==> config.mk <==
export PLATFORM = sky130hd
export DESIGN_NAME = sync_rom_arbiter
export DESIGN_NICKNAME = d
export VERILOG_FILES = /design/src/rtl/sync_rom_arbiter.sv
export SDC_FILE = /design/constraint.sdc
export NUM_CORES = 1
export LEC_CHECK = 0
export ABC_AREA = 1
export CORE_MARGIN = 4
export CORE_UTILIZATION = 44
export DETAILED_ROUTE_END_ITERATION = 8
export PLACE_DENSITY_LB_ADDON = 0.12
export SLEW_MARGIN = 20
export SYNTH_ARGS = -nofsm -noshare
export SYNTH_HDL_FRONTEND = slang
export SYNTH_SLANG_ARGS = --single-unit
==> constraint.sdc <==
create_clock -name clk -period 8.2 [get_ports clk]
set_clock_uncertainty 0.2 [all_clocks]
set_input_delay 1.64 -clock clk [delete_from_list [all_inputs] [get_ports clk]]
set_output_delay 1.64 -clock clk [all_outputs]
set_load 0.02 [all_outputs]
==> src/rtl/sync_rom_arbiter.sv <==
// Round-robin arbiter sharing one synchronous ROM read port between several clients.
// Define SYNC_ROM_ARB_OUT_REG_EN to add one register stage on the response outputs (latency 2).
module sync_rom_arbiter #(
  parameter int BusWidth      = 10,
  parameter int DataWidth     = 8,
  parameter int NumRequesters = 4,
  parameter int IdWidth       = 2
) (
  input  logic                              clk,
  input  logic                              rst_n,
  input  logic [NumRequesters-1:0]          req_valid,
  input  logic [NumRequesters*BusWidth-1:0] req_address,
  output logic [NumRequesters-1:0]          req_ready,
  output logic [BusWidth-1:0]               rom_read_address,
  input  logic [DataWidth-1:0]              rom_data_out,
  output logic                              resp_valid,
  output logic [IdWidth-1:0]                resp_id,
  output logic [DataWidth-1:0]              resp_data
);
  localparam int PtrWidth = (NumRequesters > 1) ? $clog2(NumRequesters) : 1;
  localparam int SumWidth = PtrWidth + 1;

  logic [PtrWidth-1:0]      rr_ptr;
  logic [BusWidth-1:0]      last_address;
  logic [SumWidth-1:0]      scan_raw;
  logic [SumWidth-1:0]      scan_idx;
  logic                     hit;
  logic                     grant_any;
  logic [PtrWidth-1:0]      grant_idx;
  logic [NumRequesters-1:0] grant_vec;
  logic [BusWidth-1:0]      grant_address;
  logic                     granted_q;
  logic [IdWidth-1:0]       id_q;

  // Scan from rr_ptr upward with wrap; grants are suppressed while reset is held
  always_comb begin
    scan_raw  = '0;
    scan_idx  = '0;
    hit       = 1'b0;
    grant_any = 1'b0;
    grant_idx = '0;
    grant_vec = '0;
    for (int k = 0; k < NumRequesters; k++) begin
      scan_raw  = {1'b0, rr_ptr} + SumWidth'(k);
      scan_idx  = (scan_raw >= SumWidth'(NumRequesters)) ?
                  (scan_raw - SumWidth'(NumRequesters)) : scan_raw;
      hit       = rst_n && !grant_any && req_valid[scan_idx[PtrWidth-1:0]];
      grant_vec[scan_idx[PtrWidth-1:0]] = grant_vec[scan_idx[PtrWidth-1:0]] | hit;
      grant_idx = hit ? scan_idx[PtrWidth-1:0] : grant_idx;
      grant_any = grant_any | hit;
    end
  end

  // Select the granted client's address (grant_vec is one-hot or zero)
  always_comb begin
    grant_address = '0;
    for (int i = 0; i < NumRequesters; i++) begin
      grant_address = grant_address |
                      ({BusWidth{grant_vec[i]}} & req_address[i*BusWidth +: BusWidth]);
    end
  end

  assign req_ready        = grant_vec;
  assign rom_read_address = grant_any ? grant_address : last_address;

  // Pointer advance, idle address hold and the "granted last cycle" response flag
  always_ff @(posedge clk or negedge rst_n) begin
    if (!rst_n) begin
      rr_ptr       <= '0;
      last_address <= '0;
      granted_q    <= 1'b0;
      id_q         <= '0;
    end else begin
      granted_q <= grant_any;
      id_q      <= IdWidth'(grant_idx);
      if (grant_any) begin
        rr_ptr       <= (grant_idx == PtrWidth'(NumRequesters - 1)) ? '0 : grant_idx + PtrWidth'(1);
        last_address <= grant_address;
      end
    end
  end

`ifdef SYNC_ROM_ARB_OUT_REG_EN
  logic                 valid_q2;
  logic [IdWidth-1:0]   id_q2;
  logic [DataWidth-1:0] data_q2;

  // Extra response stage; ROM word is captured in the cycle it arrives
  always_ff @(posedge clk or negedge rst_n) begin
    if (!rst_n) begin
      valid_q2 <= 1'b0;
      id_q2    <= '0;
      data_q2  <= '0;
    end else begin
      valid_q2 <= granted_q;
      id_q2    <= id_q;
      data_q2  <= rom_data_out;
    end
  end

  assign resp_valid = valid_q2;
  assign resp_id    = id_q2;
  assign resp_data  = data_q2;
`else
  assign resp_valid = granted_q;
  assign resp_id    = id_q;
  assign resp_data  = rom_data_out;
`endif

endmodule

Word-level counts from Yosys, hierarchy flattened
Index checks and enable logic that the tools add are counted.
{ "op_classes": {"addsub": 8, "magnitude_cmp": 12, "eq_ne": 1, "muxes": 37, "n_bitwise": 15, "n_reduce_logical": 14} }
{ "ops": {"columns": ["op", "n"], "rows": [
  ["$and A10 B10 Y10", 4],
  ["$or A10 B10 Y10", 3],
  ["$mux W2", 9],
  ["$bmux W1 S2", 8],
  ["$bwmux W4", 3],
  ["$lt A2 B3 Y1 const B", 4],
  ["$mux W1", 12],
  ["$logic_and A1 B1 Y1", 11],
  ["$mux W10", 1],
  ["$ge A3 B3 Y1 const B", 3],
  ["$demux W1 S2", 4],
  ["$ge A2 B1 Y1 const B", 4],
  ["$sub A2 B1 Y2 const B", 4],
  ["$or A1 B1 Y1", 7],
  ["$add A2 B2 Y3 const B", 2],
  ["$and A4 B4 Y4", 1],
  ["$add A2 B1 Y3 const B", 1],
  ["$ge A2 B3 Y1 const B", 1],
  ["$logic_not A1 Y1", 3],
  ["$add A2 B1 Y2 const B", 1],
  ["$eq A2 B2 Y1 const B", 1]
]} }
{ "totals": {"regBits": 15, "input_bits": 54, "out_inout_bits": 25} }

Longest topological paths before layout
{ "logic_depth": {"depth_word": 24, "depth_mapped": 22, "mapped_depth_nobuf": 20} }

Least setup slack after synthesis
No wires, ideal clock.
{ "synth_path": {"path_type": "input to output", "from": "input req_valid[0]", "to": "output rom_read_address[0]", "arrival_time_ns": 3.364, "required_ns": 6.360, "setup_slack_ns": 2.996, "stages": 21, "n_path_buf": 1, "path_cell_list": "inv_1 -> nand2_2 -> nand3_2 -> nand2_4 -> nand4_1 -> nand3_1 -> nand2_2 -> nand3_1 -> nand3_1 -> nand3_1 -> nand2_2 -> nand3_1 -> nand3_1 -> nand3_1 -> nand2_2 -> nand3_2 -> buf_6 -> nand3_2 -> nand2_1 -> nor2_1 -> nand2_1"} }
{ "synth_between": {"elab_chain_len": 22, "word_cells_on_any_way": 43, "classes_between": "mux (18); bitwise (15); reduce/logical (10)"} }
{ "synth_rtl": {"columns": ["item", "line_no", "text"], "rows": [
  ["from (decl)", "11", "input logic [NumRequesters-1:0] req_valid,"],
  ["$bmux W1 S2", "47", "hit = rst_n && !grant_any && req_valid[scan_idx[PtrWidth-1:0]];"],
  ["$mux W1 (implied by the code)", "47", null],
  ["$logic_and A1 B1 Y1", "47", null],
  ["$or A1 B1 Y1", "48", "grant_vec[scan_idx[PtrWidth-1:0]] = grant_vec[scan_idx[PtrWidth-1:0]] | hit;"],
  ["$and A4 B4 Y4 (no line)", null, null],
  ["$bmux W1 S2", "48", null],
  ["$mux W1 (implied by the code)", "48", null],
  ["$or A1 B1 Y1", "48", null],
  ["(+4 left out)", null, null],
  ["$bwmux W4", "48", null],
  ["$bmux W1 S2", "48", null],
  ["$mux W1 (implied by the code)", "48", null],
  ["$or A1 B1 Y1", "48", null],
  ["$bwmux W4", "48", null],
  ["$and A10 B10 Y10", "59", "({BusWidth{grant_vec[i]}} & req_address[i*BusWidth +: BusWidth]);"],
  ["$or A10 B10 Y10 (3 in a row)", "58", "grant_address = grant_address |"],
  ["$mux W10 *", "64", "assign rom_read_address = grant_any ? grant_address : last_address;"],
  ["to (decl)", "14", "output logic [BusWidth-1:0] rom_read_address,"]
]} }
Mark *: on every way between the ends. The rest lies on a longest branch, timed or not. The select of a mux whose other input is x is not followed.

Final worst setup path
{ "layout_path": {"from": "input rst_n", "to": "output rom_read_address[5]"} }
{ "layout_between": {"elab_chain_len": 20, "word_cells_on_any_way": 35, "classes_between": "mux (10); bitwise (15); reduce/logical (10)"} }
{ "layout_rtl": {"columns": ["item", "line_no", "text"], "rows": [
  ["from (decl)", "10", "input logic rst_n,"],
  ["$logic_and A1 B1 Y1", "47", null],
  ["$or A1 B1 Y1", "48", null],
  ["$and A4 B4 Y4 (no line)", null, null],
  ["$bmux W1 S2", "48", null],
  ["$mux W1 (implied by the code)", "48", null],
  ["$or A1 B1 Y1", "48", null],
  ["$bwmux W4", "48", null],
  ["$bmux W1 S2", "48", null],
  ["(+2 left out)", null, null],
  ["$bwmux W4", "48", null],
  ["$bmux W1 S2", "48", null],
  ["$mux W1 (implied by the code)", "48", null],
  ["$or A1 B1 Y1", "48", null],
  ["$bwmux W4", "48", null],
  ["$and A10 B10 Y10", "59", null],
  ["$or A10 B10 Y10 (3 in a row)", "58", null],
  ["$mux W10 *", "64", null]
]} }
Marks and branches as above.

==> impl_metrics.yaml <==
run_status:
  status: "finished clean"
setup_path:
  crit_top_cell: "nand3_1"
  crit_buf_inv: 2
  worst_setup_path_end_kind: "output port"
  start_kind: "input pin"
  r2r_end: "last_address[6]"
  crit_required_ns: 6.36
  crit_path_cell_trace: "clkdlybuf4s50_1 -> nand2_1 -> o21ai_0 -> nand3_1 -> nand3_1 -> nand2_2 -> nand3_1 -> nand3_1 -> nand3_1 -> nand2_2 -> nand3_2 -> nand3_1 -> nand2_1 -> nor2_1 -> nand2_1 -> clkdlybuf4s50_1"
  arrival_ns: 4.97
  path_delay_family: "simple AND/OR/NAND/NOR gates"
  r2r_cells: 17
  critical_path_class: "in2out"
  regToRegSetupSlack_ns: 4.48
  crit_slowest_cell: "clkdlybuf4s50_1"
  worst_path_largest_cell_delay_ns: 0.85
  path_max_fanout: 16
finish:
  final_common_cell: "nand2_1"
  syn_to_final_growth_pct: 35.5
  layout_common_cells: "nand2_1 (72), clkdlybuf4s50_1 (62), nand3_1 (53), nand3_2 (15), dfrtp_1 (15)"
  antenna_cells: 0
  drive_gt1_share_pct: 11.9
  fillCellCount: 328
  nets: 345
global_route:
  antenna_found_initial: 0
  grt_usage_pct: 20.4
  first_global_vias: 1541
  grt_start_max_net_pins: 20
  grt_remaining_overflow: 0
  grt_pass1_wl_mm: 7.31
sta:
  max-slew-margin-rel_pct: 52.0
  setup_tns_ns: 0
  hold_viol_final: 0
  setup_viol_count_final: 0
  layout_min_cycle_time_ns: 6.81
  slew_violations: 0
  max_freq_mhz: 147
  finalCritPeriodShare_pct: 83.1
  setup_slack_ns: 1.39
  worst_slew_pin_slew_ns: 0.720
  grt_setup_unrepaired: "false"
drt:
  drt_iter0_markers: 153
  wirelength_mm: 4.60
  via_per_inst: 5.13
  drtPass1Iterations: 4
  drc: 0
  antenna_left: 0
  via_count: 1702
  wl_per_cell_um: 13.8
hold_path:
  hold_end: "last_address[3]"
  hold_path.class: "reg2reg"
  hold_depth: 2
  hp-start: "last_address[3]"
clock_tree:
  cts_tree: "done"
  h-tree-depth: 1
  clock_sinks: 15
  cts-root-buf: "clkbuf_4"
  clk_pin_slew_ns: 0.08
  cts_buffers: 3
  cts_hold_buf: 0
  clk_latency_ns: 0.28
  cts_resized: 0
  cts_buffer_depth: 2
  postCtsSetupRepairBufs: 0
logic_synthesis:
  synthCells: 239
  syn_area_sq_um: 1590
  synth.top_cell.area_share_pct: 23.6
  synth_area_per_cell_sq_um: 6.65
  ys_seq_elements: 15
  synth_area_leaders: "dfrtp_1 (24%), nand2_1 (17%), nand3_1 (17%), nand3_2 (9.4%), buf_4 (4.3%)"
  synth_area_leader_cell: "dfrtp_1"
  synth_nets: 297
  synth_cell_types: 26
  ys_seq_area_share_pct: 23.6
  yosys_warnings: 0
place:
  place_congestion: 0.820
  place_hpwl_mm: 3.62
  dp_slack_ns: 1.39
  portBuffers: 62
power_and_ir_drop:
  peakVddDrop_v: 0.000309
  p_leak_uw: 0.00100
  power_density_nw_per_um2: 566
floorplan:
  die_y_um: 68.1
  core_sq_um: 3420
  row_count: 21
  io_pins: 79
  die-area_sq_um: 4640
  initial_utilization_pct: 46.5
  dieWidth_um: 68.1
job:
  drv_cap: 0
## registers in the layout, summed over array words and instances (netlist names), named ones only
name,cells
resp_id,2
rr_ptr,1
last_address,10
resp_valid,1
## area by class of cell
class / instances / area (sq um) / share of cell area (%)
clock buffer: 3 / 22.5 / 1.05
clock inverter: 1 / 5.00 / 0.232
inverter: 16 / 67.6 / 3.14
multi-input combinational: 188 / 997 / 46.3
sequential: 15 / 375 / 17.4
tap: 46 / 57.6 / 2.67
timing repair buffer: 63 / 628 / 29.2
## synth_stat cells
cell type  instances
a21oi_1            1
a21oi_2            1
and2_1             4
buf_2              2
buf_4              9
buf_6              5
clkbuf_1           4
clkinv_1           1
dfrtp_1           15
ha_1               4
inv_1             10
inv_2              4
inv_8              1
nand2_1           72
nand2_2            4
nand2_4            2
nand3_1           53
nand3_2           15
nand4_1            5
nand4_2            2
nor2_1            13
o21a_1             1
o21ai_0            6
o21ai_1            3
o221ai_1           1
xnor2_1            1
## power breakdown
part	switching [uW]	total, uW	internal (uW)
combinational	644	1040	397
clock	21.7	39.8	18.1
sequential	29.7	139	109
total	696	1220	524
## tightest hold or removal path: cells and delay by family (launching register included)
family | cells | cell delay, ns
AND/OR/NAND/NOR | 2 | 0.12
flip-flops | 1 | 0.32
## logic make-up after synthesis
logic type,count (synthesis),share of synthesized area [%]
AND/OR/NAND/NOR,170,54.3
buffers and inverters,36,13.6
XOR/XNOR,1,0.551
flip-flops,15,23.6
AO/OA/AOI/OAI,13,4.72
adder cells (fa/ha/maj),4,3.15
## how the worst max path moves through the flow
stage / cells past startpoint / startpoint / endpoint
finish: 16 / rst_n / rom_read_address[5]
global route: 18 / rst_n / rom_read_address[0]
CTS: 16 / rst_n / rom_read_address[5]
detailed placement: 16 / rst_n / rom_read_address[5]
global placement: 16 / rst_n / rom_read_address[5]
floorplan: 21 / req_valid[0] / rom_read_address[0]
## per-stage QoR
step | cell area [sq um] | util (%) | power (uW) | hold WS (ns) | instances
after detailed placement | 2130 | 62.2 | 1180 | 0.263 | 328
after global routing | 2150 | 63.0 | 1350 | 0.305 | 332
after floorplan | 1590 | - | 888 | 0.382 | 239
after CTS | 2150 | 63.0 | 1220 | 0.281 | 332
after global placement | 2130 | 62.2 | 1170 | 0.259 | 328
final | 2150 | 63.0 | 1220 | 0.275 | 332
## layer usage
layer	part of all wire, %	global-route usage, %
met3	7.8	2.46
met1	48	30.1
met5	0	0
met2	43	31.2
met4	0.87	5.21
(Power assumes the default switching activity.)
